===== src/rtl/fifo_flags.sv =====
// fifo_flags: single-clock FIFO with occupancy count, almost-full/empty thresholds and sticky
// overflow/underflow flags. Define FIFO_FWFT_EN for first-word-fall-through reads.
module fifo_flags #(
    parameter int DEPTH     = 8,
    parameter int WIDTH     = 8,
    parameter int AF_THRESH = DEPTH - 2,
    parameter int AE_THRESH = 1,
    localparam int CW       = $clog2(DEPTH + 1)
) (
    input  logic             clk,
    input  logic             rst_n,
    input  logic             wen,
    input  logic             ren,
    input  logic [WIDTH-1:0] data_in,
    input  logic             clr_err,
    output logic [WIDTH-1:0] data_out,
    output logic             data_valid,
    output logic             full,
    output logic             empty,
    output logic             almost_full,
    output logic             almost_empty,
    output logic [CW-1:0]    count,
    output logic             overflow,
    output logic             underflow
);

    localparam int PW                 = (DEPTH > 1) ? $clog2(DEPTH) : 1;
    localparam logic [PW-1:0] LAST    = PW'(DEPTH - 1);
    localparam logic [CW-1:0] DEPTH_C = CW'(DEPTH);
    localparam logic [CW-1:0] AF_C    = CW'(AF_THRESH);
    localparam logic [CW-1:0] AE_C    = CW'(AE_THRESH);

    logic [WIDTH-1:0] mem [DEPTH];
    logic [PW-1:0]    wr_ptr;
    logic [PW-1:0]    rd_ptr;
    logic             wr_ok;
    logic             rd_ok;

    assign full         = (count == DEPTH_C);
    assign empty        = (count == '0);
    assign almost_full  = (count >= AF_C);
    assign almost_empty = (count <= AE_C);

    // When full, a simultaneous read frees the slot, so the write is still taken.
    assign rd_ok = ren && !empty;
    assign wr_ok = wen && (!full || ren);

    always_ff @(posedge clk) begin
        if (wr_ok) begin
            mem[wr_ptr] <= data_in;
        end
    end

    always_ff @(posedge clk or negedge rst_n) begin
        if (!rst_n) begin
            wr_ptr    <= '0;
            rd_ptr    <= '0;
            count     <= '0;
            overflow  <= 1'b0;
            underflow <= 1'b0;
        end else begin
            if (wr_ok) begin
                wr_ptr <= (wr_ptr == LAST) ? '0 : wr_ptr + 1'b1;
            end
            if (rd_ok) begin
                rd_ptr <= (rd_ptr == LAST) ? '0 : rd_ptr + 1'b1;
            end
            if (wr_ok && !rd_ok) begin
                count <= count + 1'b1;
            end else if (rd_ok && !wr_ok) begin
                count <= count - 1'b1;
            end
            // A fresh error event takes priority over a clear in the same cycle.
            if (wen && !wr_ok) begin
                overflow <= 1'b1;
            end else if (clr_err) begin
                overflow <= 1'b0;
            end
            if (ren && empty) begin
                underflow <= 1'b1;
            end else if (clr_err) begin
                underflow <= 1'b0;
            end
        end
    end

`ifdef FIFO_FWFT_EN
    assign data_out   = mem[rd_ptr];
    assign data_valid = !empty;
`else
    always_ff @(posedge clk or negedge rst_n) begin
        if (!rst_n) begin
            data_out   <= '0;
            data_valid <= 1'b0;
        end else begin
            data_valid <= rd_ok;
            if (rd_ok) begin
                data_out <= mem[rd_ptr];
            end
        end
    end
`endif

endmodule


===== config.mk =====
export PLATFORM = sky130hd
export DESIGN_NAME = fifo_flags
export DESIGN_NICKNAME = d
export VERILOG_FILES = /design/src/rtl/fifo_flags.sv
export SDC_FILE = /design/constraint.sdc
export NUM_CORES = 1
export LEC_CHECK = 0
export ABC_CLOCK_PERIOD_IN_PS = 2100
export CAP_MARGIN = 0
export CORE_AREA = 2 2 92 161
export DETAILED_ROUTE_END_ITERATION = 8
export DIE_AREA = 0 0 94 163
export MAX_ROUTING_LAYER = met4
export PLACE_DENSITY_LB_ADDON = 0.1
export RECOVER_POWER = 25
export SLEW_MARGIN = 20
export SYNTH_ARGS = -nofsm -noshare
export SYNTH_HDL_FRONTEND = slang
export SYNTH_SLANG_ARGS = --single-unit

===== constraint.sdc =====
create_clock -name clk -period 2.1 [get_ports clk]
set_input_delay 0.42 -clock clk [delete_from_list [all_inputs] [get_ports clk]]
set_output_delay 0.42 -clock clk [all_outputs]
set_load 0.005 [all_outputs]

* After elaboration in Yosys (flattened, before gate mapping)
Memory sizes are Yosys's and may differ from the RTL's. A register that Yosys moved wholly into a read port is not among the register bits.
Index checks and enable logic that the tools add are counted.
Widths: inputs -> output; s select.
** Word-level totals
- Register bits after elaboration :: 13
- Memory bits (writable) :: 64
- Input port bits :: 13
- Output and inout port bits :: 19
- Word-level logic and storage cells :: 41
- Memories kept :: 1
** Memories
- mem :: depth 8, bits a word 8, read ports 1, clocked after Yosys merged registers in 1, write ports 1, line 33 : logic [WIDTH-1:0] mem [DEPTH];
** Operators by class
- Add/sub/neg operators :: 4
- Order comparisons :: 2
- Equality and inequality tests :: 3
- Multiplexer cells :: 9
- Reduce and logical (&&, ||, !) cells :: 16
** Operators with widths (count)
- $mux 4 :: 2
- $add 3x1->3 const B :: 2
- $eq 3x3->1 const B :: 2
- $logic_and 1x1->1 :: 6
- $mux 3 :: 2
- $reduce_bool 2->1 :: 3
- $logic_not 1->1 :: 5
- $mux 1 :: 5
- $add 4x1->4 const B :: 1
- $eq 4x4->1 const B :: 1
- $ge 4x3->1 const B :: 1
- $le 4x1->1 const B :: 1
- $logic_not 4->1 :: 1
- $sub 4x1->4 const B :: 1
- $logic_or 1x1->1 :: 1

* Depth between registers and ports, before layout
- Depth after elaboration :: 8
- Depth in mapped cells :: 9

* Worst setup path before layout
OpenSTA, ideal clock, no wires.
- Kind :: flip-flop to flip-flop
- Start point :: register count[0]
- End point :: register count[3]
- Setup time :: 79 ps
- Arrival time :: 2282 ps
- Required time :: 2021 ps
- Path slack :: -261 ps
- Cell stages (with the launch flop) :: 10
- Buffers on the path :: 1
- Cell sequence :: dfrtp_1 > inv_1 > ha_1 > nor3b_2 > nand2b_4 > buf_4 > ha_1 > or4_1 > a21oi_2 > xor2_1
** Between the ends
- Cells in the longest elaborated chain, start to end :: 7
** Ends and longest elaborated chain
- start, declared :: line 22 : output logic [CW-1:0] count,
- start signal, assigned :: line 69 : count <= count + 1'b1;
- start signal, assigned :: line 71 : count <= count - 1'b1;
- branches (longest 7 deep; another with $sub 4x1->4)
Parallel ways; which one is timed is not known. The select of a mux whose other input is x is not followed.
A chain may end at the register's enable or synchronous reset.

* Final worst setup path
- Start point :: register count[1]
- End point :: register count[3]
The elaborated chain is that of the path after synthesis.

==> Flow_metrics.wiki <==
{| class="wikitable"
! Metric !! Value
|-
| Run status || complete, no violations
|-
| Master of the slowest instance on the critical path || sky130_fd_sc_hd__or4_4
|-
| Cell Area, Placed || 4290 µm²
|-
| Share of post-route cells with drive strength above 1 || 27.5%
|-
| Sequential power share || 38.5%
|-
| Worst min-delay path class || reg2reg
|-
| Die H || 163 µm
|-
| Switching power || 1.96 mW
|-
| Relative slew slack || 9.34%
|-
| Post-synthesis cell type count || 32
|-
| Design internal power || 4.31 mW
|-
| Proportion of total power due to net switching || 31.3%
|-
| TritonCTS clock tree || yes
|-
| Maximum buffer depth of the clock tree || 2
|-
| Row count || 58
|-
| MaxCap Viol Count || 0
|-
| Register-to-register setup slack || 0.10 ns
|-
| Final Max Tran Viols || 0
|-
| Mean number of vias per cell || 4.32
|-
| Source-to-sink clock delay at the later pin of the worst-skew pair || 0.34 ns
|-
| Relative contribution of the clock network to total power || 24.7%
|-
| Yosys warnings || 0
|-
| Launching element type of the critical path || flip-flop
|-
| Synthesized netlist net count || 244
|-
| Period utilisation layout || 95.1%
|-
| Residual DRC || 0
|-
| Post-route design area || 4610 µm²
|-
| Post-Route WL || 8170 µm
|-
| H-tree levels || 3
|-
| Final worst setup slack || 0.102 ns
|-
| Final Hold Fails || 0
|-
| Path type of the worst setup path || reg2reg
|-
| Cell Chain, Critical Path || inv_4 -> ha_2 -> nor3b_4 -> buf_4 -> nand2b_4 -> ha_4 -> or4_4 -> a21oi_2 -> xor2_1
|-
| Number of sinks driven by the clock tree || 85
|-
| Core utilization of the finished layout || 32.6%
|-
| Number of DRC markers in iteration 0 || 96
|-
| Largest fanout on the critical path || 3
|-
| Antenna violations before repair || 0
|-
| Buffers added on ports || 31
|-
| Number of antenna diodes || 0
|-
| Least-Margin Pin Slew || 1.36 ns
|-
| Maximum frequency from static timing analysis || 0.501 GHz
|-
| Setup violations, final || 0
|-
| Post-Place Cells || 448
|-
| Total Routing Usage GR || 11.9%
|-
| Area added between synthesis and finish || 28.6%
|-
| Arrival time at the worst endpoint || 2.26 ns
|-
| Hold slack final || 0.498 ns
|-
| Reg2reg end || count[3]
|-
| Largest net degree at the start of global routing || 33
|-
| Unrepaired setup endpoints after global routing || yes
|-
| Buffer type at the clock tree root || sky130_fd_sc_hd__clkbuf_16
|-
| Skew final || 0.00817 ns
|-
| DP Wirelength || 5660 µm
|-
| Global route total overflow || 0
|-
| Fin nets || 305
|-
| Post-route insts no fill || 467
|-
| Worst slack, placed || -0.110 ns
|-
| Hold Path Depth || 1
|-
| Power per unit of standard cell area || 1360 nW/µm²
|-
| Core area || 14200 µm²
|-
| Area leader, netlist || sky130_fd_sc_hd__edfxtp_1
|-
| Horizontal die dimension || 94 µm
|-
| Delay of the slowest cell on the worst path || 0.41 ns
|-
| Gate Count Post-Synth || 221
|-
| Max IR drop VDD || 0.571 mV
|-
| Detailed-route via count || 2019
|-
| Sort of element at the end of the critical path || flip-flop
|-
| Crit-path leading delay family || simple AND/OR/NAND/NOR gates
|-
| Relative contribution of combinational cells to total power || 36.8%
|-
| Synth top area share || 53.6%
|-
| Mean instance size in the synthesized netlist || 16.2 µm²
|-
| #FFs+latches synth || 85
|-
| WL per Instance || 17.5 µm
|-
| Top cells by area in the synthesized netlist || sky130_fd_sc_hd__edfxtp_1, sky130_fd_sc_hd__dfrtp_1, sky130_fd_sc_hd__mux2_2
|-
| Via count of the first global-routing pass || 2012
|-
| Register clock-pin slew on the reported worst setup and hold paths || 0.06 ns
|-
| Post-layout minimum cycle time || 2.00 ns
|-
| Critical path destination || count[3]
|-
| Worst reg2reg path depth || 9
|-
| Launching instance or port of the critical path || count[1]
|-
| Fraction of the yosys area taken by sequential cells || 68.2%
|-
| Boundary pin count || 32
|-
| Number of detailed-routing iterations run before antenna repair || 4
|-
| CP required || 2.36 ns
|-
| Area of the mapped netlist || 3590 µm²
|-
| Lkg Pwr || 1.70 nW
|-
| Wire length of the first global-routing pass || 12500 µm
|-
| RR Startpoint || count[1]
|-
| GP Congestion || 0.767
|-
| Number of buffers and inverters on the critical path || 2
|-
| CTS buffer count || 9
|-
| Post-detailed-route count of antenna-violating nets || 0
|-
| Initial Util || 25.3%
|-
| Cell count along the critical path || 9
|-
| DIE AREA || 15300 µm²
|}
## worst min-delay path by stage
stage | startpoint | to | slack, ns
3_5_place_dp | overflow | overflow | 0.48
4_1_cts | rst_n | overflow | 0.46
6_report | overflow | overflow | 0.50
3_3_place_gp | overflow | overflow | 0.48
5_1_grt | overflow | overflow | 0.53
2_1_floorplan | rst_n | count[0] | 0.12
## metal layers
metal	track usage [%]	vias up	share of wire [%]
met5	-	-	0
met4	5.14	0	1.3
met3	2.36	7	2.4
li1	-	972	-
met2	19.7	24	54
met1	14.1	1016	42
## power by group through the flow
stage | combinational [mW] | sequential (mW) | clock (mW)
2_1_floorplan | 1.33 | 2.45 | 0
3_3_place_gp | 2.32 | 2.44 | 0
4_1_cts | 2.35 | 2.42 | 1.60
3_5_place_dp | 2.33 | 2.45 | 0
6_report | 2.31 | 2.41 | 1.55
5_1_grt | 2.56 | 2.46 | 1.68
## flip-flops by register name, indices dropped and copies added (netlist names)
register    count
mem            64
data_out        8
count           4
rd_ptr          3
wr_ptr          3
data_valid      1
overflow        1
underflow       1
## worst register-to-register path, cell delays in order (launching register included)
cell	delay, ns
sky130_fd_sc_hd__dfrtp_2	0.38
sky130_fd_sc_hd__inv_4	0.05
sky130_fd_sc_hd__ha_2	0.19
sky130_fd_sc_hd__nor3b_4	0.16
sky130_fd_sc_hd__buf_4	0.14
sky130_fd_sc_hd__nand2b_4	0.14
sky130_fd_sc_hd__ha_4	0.16
sky130_fd_sc_hd__or4_4	0.41
sky130_fd_sc_hd__a21oi_2	0.15
sky130_fd_sc_hd__xor2_1	0.14
## cell usage in the layout (no fill, tap or decap), types with 2 or more instances in the layout
cell / count
sky130_fd_sc_hd__edfxtp_1: 64
sky130_fd_sc_hd__buf_4: 25
sky130_fd_sc_hd__clkdlybuf4s50_1: 23
sky130_fd_sc_hd__dfrtp_1: 19
sky130_fd_sc_hd__mux2_2: 17
sky130_fd_sc_hd__mux2i_1: 17
sky130_fd_sc_hd__o21ai_0: 11
sky130_fd_sc_hd__a22o_1: 9
sky130_fd_sc_hd__clkbuf_16: 9
sky130_fd_sc_hd__o22ai_1: 8
sky130_fd_sc_hd__o31ai_2: 8
sky130_fd_sc_hd__nor2_1: 7
sky130_fd_sc_hd__ha_1: 7
sky130_fd_sc_hd__nand2b_1: 5
sky130_fd_sc_hd__nor3_1: 5
sky130_fd_sc_hd__inv_1: 4
sky130_fd_sc_hd__mux2_1: 4
sky130_fd_sc_hd__dlygate4sd3_1: 4
sky130_fd_sc_hd__dlygate4sd2_1: 4
sky130_fd_sc_hd__nand2_1: 3
sky130_fd_sc_hd__xor2_1: 3
sky130_fd_sc_hd__clkinv_1: 3
sky130_fd_sc_hd__inv_2: 2
sky130_fd_sc_hd__ha_4: 2
sky130_fd_sc_hd__clkinvlp_4: 2
sky130_fd_sc_hd__dfrtp_2: 2
## metrics by stage
step,total power [mW],setup TNS (ns)
floorplan,3.78,-0.495
detailed placement,4.78,-0.110
global route,6.70,-0.00600
finish,6.27,0
CTS,6.37,-0.0292
global placement,4.76,-0.0798
## cells in the mapped netlist
cell type	number
sky130_fd_sc_hd__o211ai_1	1
sky130_fd_sc_hd__nor3_1	5
sky130_fd_sc_hd__nand2b_4	1
sky130_fd_sc_hd__xor2_1	3
sky130_fd_sc_hd__nand2_1	3
sky130_fd_sc_hd__dfrtp_1	21
sky130_fd_sc_hd__a22o_1	9
sky130_fd_sc_hd__o21ai_4	1
sky130_fd_sc_hd__ha_1	10
sky130_fd_sc_hd__inv_1	7
sky130_fd_sc_hd__nor4_1	1
sky130_fd_sc_hd__nand3b_1	1
sky130_fd_sc_hd__nand4_1	1
sky130_fd_sc_hd__a32o_1	1
sky130_fd_sc_hd__or4_1	1
sky130_fd_sc_hd__o21ai_0	12
sky130_fd_sc_hd__a21oi_2	1
sky130_fd_sc_hd__o31ai_2	8
sky130_fd_sc_hd__xnor2_1	1
sky130_fd_sc_hd__nand2b_1	5
sky130_fd_sc_hd__buf_4	3
sky130_fd_sc_hd__mux2_1	4
sky130_fd_sc_hd__clkbuf_1	1
sky130_fd_sc_hd__nor3b_2	1
sky130_fd_sc_hd__nor2b_1	1
sky130_fd_sc_hd__buf_6	2
sky130_fd_sc_hd__nor2_1	8
sky130_fd_sc_hd__buf_1	2
sky130_fd_sc_hd__o22ai_1	8
sky130_fd_sc_hd__edfxtp_1	64
sky130_fd_sc_hd__mux2_2	17
sky130_fd_sc_hd__mux2i_1	17
## kinds of logic (layout without fill, tap and decap cells)
| group | Yosys count | in the layout | share of synthesized area (%) |
|---|---|---|---|
| simple gates | 28 | 28 | 4.40 |
| fa+ha+maj | 10 | 10 | 3.49 |
| buf+inv | 15 | 81 | 2.30 |
| compound gates | 41 | 41 | 9.25 |
| flops | 85 | 85 | 68.2 |
| xor+xnor | 4 | 4 | 0.977 |
| mux | 38 | 38 | 11.3 |
## final cells by class
class                   count  area [µm²]
well taps                 180         225
multi-input cells         121        1100
inverters                   7        28.8
clock buffers               9         225
flip-flops and latches     85        2450
repair buffers             58         517
fillers                  1411        9540
clock inverters             7        65.1
## what timing repair did
| item | CTS | global route |
|---|---|---|
| setup endpoints to repair | 4 | 1 |
| buffers inserted | 2 | 1 |
| pin swaps | 0 | 6 |
| hold buffers | 0 | 0 |
| resized for setup | 7 | 3 |
Note: power is estimated with default switching activity, not from simulation.
